<file path="src/rtl/button_conditioner.sv">
// Push-button conditioner: two-flop synchroniser, debounce filter, and
// press/release pulse generation with optional auto-repeat while held.
module button_conditioner #(
    parameter int unsigned DEBOUNCE_CYCLES = 1000000,
    parameter int unsigned REPEAT_DELAY    = 50000000,
    parameter int unsigned REPEAT_PERIOD   = 10000000,
    parameter bit          REPEAT_EN       = 1'b1,
    parameter int unsigned CNT_W           = 26
) (
    input  logic clk,
    input  logic rst,
    input  logic btn_in,
    output logic btn_level,
    output logic btn_press,
    output logic btn_release,
    output logic held
);

    // state  | meaning
    // IDLE   | button released, waiting for a debounced rise
    // DELAY  | pressed, counting towards the first repeat
    // REPEAT | held past the delay, emitting periodic repeats
    typedef enum logic [1:0] {
        IDLE   = 2'd0,
        DELAY  = 2'd1,
        REPEAT = 2'd2
    } state_t;

    localparam logic [CNT_W-1:0] DB_LAST = CNT_W'(DEBOUNCE_CYCLES - 1);
    localparam logic [CNT_W-1:0] RD_LAST = CNT_W'(REPEAT_DELAY - 1);
    localparam logic [CNT_W-1:0] RP_LAST = CNT_W'(REPEAT_PERIOD - 1);

    logic             sync1;
    logic             sync2;
    logic             stable;
    logic [CNT_W-1:0] dcnt;

    state_t           state;
    state_t           state_next;
    logic [CNT_W-1:0] rcnt;
    logic [CNT_W-1:0] rcnt_next;
    logic             held_next;
    logic             press_next;
    logic             release_next;
    logic             rise;
    logic             fall;

    always_ff @(posedge clk) begin
        if (rst) begin
            sync1  <= 1'b0;
            sync2  <= 1'b0;
            stable <= 1'b0;
            dcnt   <= '0;
        end else begin
            sync1 <= btn_in;
            sync2 <= sync1;
            if (sync2 == stable) begin
                dcnt <= '0;
            end else if (dcnt == DB_LAST) begin
                stable <= ~stable;
                dcnt   <= '0;
            end else begin
                dcnt <= dcnt + CNT_W'(1);
            end
        end
    end

    // btn_level lags stable by one cycle, so a mismatch marks the edge
    // that the registered outputs are about to show.
    assign rise = stable & ~btn_level;
    assign fall = ~stable & btn_level;

    always_comb begin
        state_next   = state;
        rcnt_next    = rcnt;
        held_next    = held;
        press_next   = 1'b0;
        release_next = 1'b0;
        if (fall) begin
            release_next = 1'b1;
            held_next    = 1'b0;
            rcnt_next    = '0;
            state_next   = IDLE;
        end else begin
            case (state)
                IDLE: begin
                    if (rise) begin
                        press_next = 1'b1;
                        rcnt_next  = '0;
                        state_next = DELAY;
                    end
                end
                DELAY: begin
                    if (rcnt == RD_LAST) begin
                        held_next  = 1'b1;
                        rcnt_next  = '0;
                        state_next = REPEAT;
                        press_next = REPEAT_EN;
                    end else begin
                        rcnt_next = rcnt + CNT_W'(1);
                    end
                end
                REPEAT: begin
                    if (rcnt == RP_LAST) begin
                        rcnt_next  = '0;
                        press_next = REPEAT_EN;
                    end else begin
                        rcnt_next = rcnt + CNT_W'(1);
                    end
                end
                default: begin
                    state_next = IDLE;
                    rcnt_next  = '0;
                    held_next  = 1'b0;
                end
            endcase
        end
    end

    always_ff @(posedge clk) begin
        if (rst) begin
            state       <= IDLE;
            rcnt        <= '0;
            held        <= 1'b0;
            btn_level   <= 1'b0;
            btn_press   <= 1'b0;
            btn_release <= 1'b0;
        end else begin
            state       <= state_next;
            rcnt        <= rcnt_next;
            held        <= held_next;
            btn_level   <= stable;
            btn_press   <= press_next;
            btn_release <= release_next;
        end
    end

endmodule

</file>
<file path="config.mk">
export PLATFORM = sky130hd
export DESIGN_NAME = button_conditioner
export DESIGN_NICKNAME = d
export VERILOG_FILES = /design/src/rtl/button_conditioner.sv
export SDC_FILE = /design/constraint.sdc
export NUM_CORES = 1
export LEC_CHECK = 0
export BUFFER_PORTS_ARGS = -buffer_cell sky130_fd_sc_hd__buf_2
export CAP_MARGIN = 20
export CORE_MARGIN = 5
export CORE_UTILIZATION = 62
export CTS_CLUSTER_SIZE = 25
export DETAILED_ROUTE_END_ITERATION = 12
export GPL_TIMING_DRIVEN = 1
export PLACE_DENSITY = 0.79
export RECOVER_POWER = 25
export SLEW_MARGIN = 20
export SYNTH_ARGS = -nofsm -noshare
export SYNTH_HDL_FRONTEND = slang
export SYNTH_SLANG_ARGS = --single-unit
export TNS_END_PERCENT = 10
</file>
<file path="constraint.sdc">
create_clock -name clk -period 2.88 [get_ports clk]
set_input_delay 0 -clock clk [delete_from_list [all_inputs] [get_ports clk]]
set_output_delay 0 -clock clk [all_outputs]
set_load 0.01 [all_outputs]
</file>
==> flow_metrics.env <==
export IMPL_pwr_share_seq_pct=57.2
export IMPL_via_per_inst=6.00
export IMPL_worst_pin_slew_ns=1.09
export IMPL_worst_clock_skew_ns=0.0116
export IMPL_portBuffers=6
export IMPL_r2r_cells=6
export IMPL_path_cells="nor4b_1 -> nand4_1 -> nor3_1 -> or3_1 -> clkbuf_1 -> nor2_1"
export IMPL_vdd_drop_max_uv=475
export IMPL_overflow=0
export IMPL_max_stage_delay_ns=0.80
export IMPL_crit_cells=6
export IMPL_routed_wl_mm=6.35
export IMPL_drive_gt1_share_pct=6.81
export IMPL_rsz0062_at_grt="no"
export IMPL_wl_per_cell_um=14.1
export IMPL_ys_seq_elements=61
export IMPL_period_share_pct=84.8
export IMPL_gp_congestion=0.858
export IMPL_placed_area_um2=3130
export IMPL_postSynthAreaPerCell_um2=8.35
export IMPL_cp_buffers_inverters=1
export IMPL_yosys_mux_area_fraction_pct=0.978
export IMPL_netSwitchingPower_w=0.000325
export IMPL_hold_class="flop to flop"
export IMPL_clock_fmax_ghz=0.409
export IMPL_cts_resized=0
export IMPL_path_delay_family="simple AND/OR/NAND/NOR gates"
export IMPL_synth_xor_area_share_pct=5.42
export IMPL_fin_area_um2=3300
export IMPL_clockBufferDepth=2
export IMPL_reg2reg_setup_slack_ns=0.44
export IMPL_cts_tree="yes"
export IMPL_antenna_found_initial=0
export IMPL_num_antenna_cells=0
export IMPL_p_per_area_nw_per_um2=449
export IMPL_regToRegEndpoint="dcnt[7]"
export IMPL_synth_warning_count=0
export IMPL_ys_async_sr_fraction_pct=0
export IMPL_vias=2692
export IMPL_crit_path_end="dcnt[7]"
export IMPL_hold_viol_final=0
export IMPL_cp_start_kind="flop"
export IMPL_drc=0
export IMPL_area_growth_pct=7.29
export IMPL_hold_worst_slack_ns=0.441
export IMPL_synthDistinctLibCells=52
export IMPL_synth_cell_area_um2=3070
export IMPL_timing_critical_path_from="dcnt[9]"
export IMPL_root_buffer="clkbuf_8"
export IMPL_cts_buffers=9
export IMPL_crit_arrival_ns=2.63
export IMPL_grt_pass1_wl_mm=11.1
export IMPL_cts_sinks=61
export IMPL_clock_latency_ns=0.35
export IMPL_status="finished, final reports clean"
export IMPL_seq_area_frac_synth_pct=39.8
export IMPL_gr_usage_all_layers_pct=22.1
export IMPL_slew_headroom_pct=27.1
export IMPL_synth_edf_count=0
export IMPL_ant_nets=0
export IMPL_r2r_start="dcnt[9]"
export IMPL_coreArea_um2=4750
export IMPL_cts_max_level=3
export IMPL_synth_top_family_by_area="simple AND/OR/NAND/NOR gates"
export IMPL_drt_first_iter_violations=178
export IMPL_ys_flop_type="dfxtp_1"
export IMPL_slowest_stage="clkbuf_1"
export IMPL_p_int_w=0.00115
export IMPL_total_power_w=0.00148
export IMPL_synth_cells=368
export IMPL_row_count=25
export IMPL_ios=7
export IMPL_finalSetupViolCount=0
export IMPL_first_global_vias=2574
export IMPL_cp_max_fo=26
export IMPL_initial_core_util_pct=64.6
export IMPL_combPwrFrac_pct=1.9
export IMPL_synth_simple_area_share_pct=31.7
export IMPL_crit_required_ns=3.06
export IMPL_die_width_um=80.4
export IMPL_path_clk_slew_ns=0.06
export IMPL_synth_compound_gate_area_share_pct=15.6
export IMPL_final_net_count=388
export IMPL_synth_fp_nets=377
export IMPL_slew_violations=0
export IMPL_die_y_um=80.4
export IMPL_grt_max_degree=27
export IMPL_crit_type="flop to flop"
export IMPL_leakagePower_nw=1.12
export IMPL_p_sw_share_pct=22.0
export IMPL_cap_viol_max_count=0
export IMPL_setup_tns_final_ns=0
export IMPL_die_area_um2=6460
export IMPL_dp_hpwl_mm=4.34
export IMPL_synthAdderAreaFrac_pct=2.44
export IMPL_first_pass_iters=4
export IMPL_power_frac_clock_pct=40.8
export IMPL_fin_crit_ns=2.44
export IMPL_n_fill_cell=410
export IMPL_cp_end_kind="flop"
## synth_stat cells (5+ instances only)
library cell / number / area (µm²)
nor2b_1: 6 / 37.5
nand2_1: 34 / 128
o21ai_0: 17 / 85.1
or3_1: 14 / 87.6
xnor2_1: 6 / 52.6
nand4_1: 13 / 81.3
ha_1: 6 / 75.1
xor2_1: 13 / 114
a21oi_1: 22 / 110
a22o_1: 5 / 43.8
nor2_1: 39 / 146
dfxtp_1: 61 / 1220
nor3_1: 7 / 35.0
and3_1: 7 / 43.8
a21o_1: 7 / 52.6
nand3_1: 33 / 165
inv_1: 10 / 37.5
and4_1: 8 / 70.1
## repair_timing
item                                   4_1_cts  5_1_grt
hold buffers                                 3        0
setup buffers                                0        0
endpoints found under the hold margin        7        0
## worst min-delay path by stage
stage               startpoint    end  slack, ns  cells after the start
CTS                      sync1  sync2       0.45                      1
finish                   sync1  sync2       0.44                      1
detailed placement      btn_in  sync1       0.24                      2
floorplan               btn_in  sync1       0.13                      1
global placement        btn_in  sync1       0.23                      2
global route             sync1  sync2       0.47                      1
## logic make-up (layout without fill, tap and decap cells)
logic type	count (synthesis)	after routing
AND/OR/NAND/NOR	183	183
AO/OA/AOI/OAI	73	73
flip-flops	61	61
buffers and inverters	23	37
XOR/XNOR	19	19
adder cells (fa/ha/maj)	6	6
multiplexers	3	3
## cell usage in the layout (no fill, tap or decap), types with 4 or more instances in the layout
| cell | n |
|---|---|
| nand4_1 | 13 |
| and4_1 | 8 |
| or3_1 | 14 |
| nor2_1 | 39 |
| xnor2_1 | 6 |
| nor3_1 | 7 |
| and3_1 | 7 |
| dfxtp_1 | 61 |
| nor4_1 | 4 |
| nor2b_1 | 6 |
| xor2_1 | 13 |
| nand3_1 | 33 |
| clkbuf_1 | 8 |
| clkbuf_8 | 9 |
| o21ai_0 | 17 |
| a21oi_1 | 22 |
| a22o_1 | 5 |
| inv_1 | 10 |
| a21o_1 | 7 |
| nand2_1 | 34 |
| ha_1 | 6 |
## through the flow
stage | utilization [%] | setup slack [ns] | cells
floorplan | - | 0.750 | 368
global placement | 65.8 | 0.608 | 432
detailed placement | 65.8 | 0.522 | 432
CTS | 69.5 | 0.503 | 449
global route | 69.3 | 0.175 | 449
finish | 69.3 | 0.438 | 449
## power groups by stage
stage | sequential, W | clock [W] | combinational [W]
floorplan | 0.000865 | 0 | 0.0000194
global placement | 0.000865 | 0 | 0.0000248
detailed placement | 0.000865 | 0 | 0.0000253
CTS | 0.000846 | 0.000622 | 0.0000283
global route | 0.000846 | 0.000660 | 0.0000313
finish | 0.000847 | 0.000604 | 0.0000282
## sequential cells by signal, indices dropped and copies added (netlist names)
name / flops
dcnt: 26
rcnt: 26
state: 2
btn_level: 1
btn_press: 1
btn_release: 1
held: 1
stable: 1
sync1: 1
sync2: 1
## area by class of cell
| cell class | count | area (µm²) | share of cell area, % |
|---|---|---|---|
| inverter | 10 | 37.5 | 1.14 |
| clock buffer | 11 | 131 | 3.99 |
| multi-input combinational | 284 | 1730 | 52.4 |
| clock inverter | 3 | 15.0 | 0.456 |
| sequential | 61 | 1220 | 37.1 |
| timing repair buffer | 13 | 80.1 | 2.43 |
| tap | 67 | 83.8 | 2.54 |
## per-layer routing
| layer | up-vias | track usage [%] | share of wire, % |
|---|---|---|---|
| li1 | 1354 | - | - |
| met1 | 1252 | 27.3 | 46 |
| met2 | 66 | 35.3 | 46 |
| met3 | 20 | 6.73 | 5.2 |
| met4 | 0 | 9.80 | 2.4 |
| met5 | - | 0 | 0 |
Note: power is estimated with default switching activity, not from simulation.
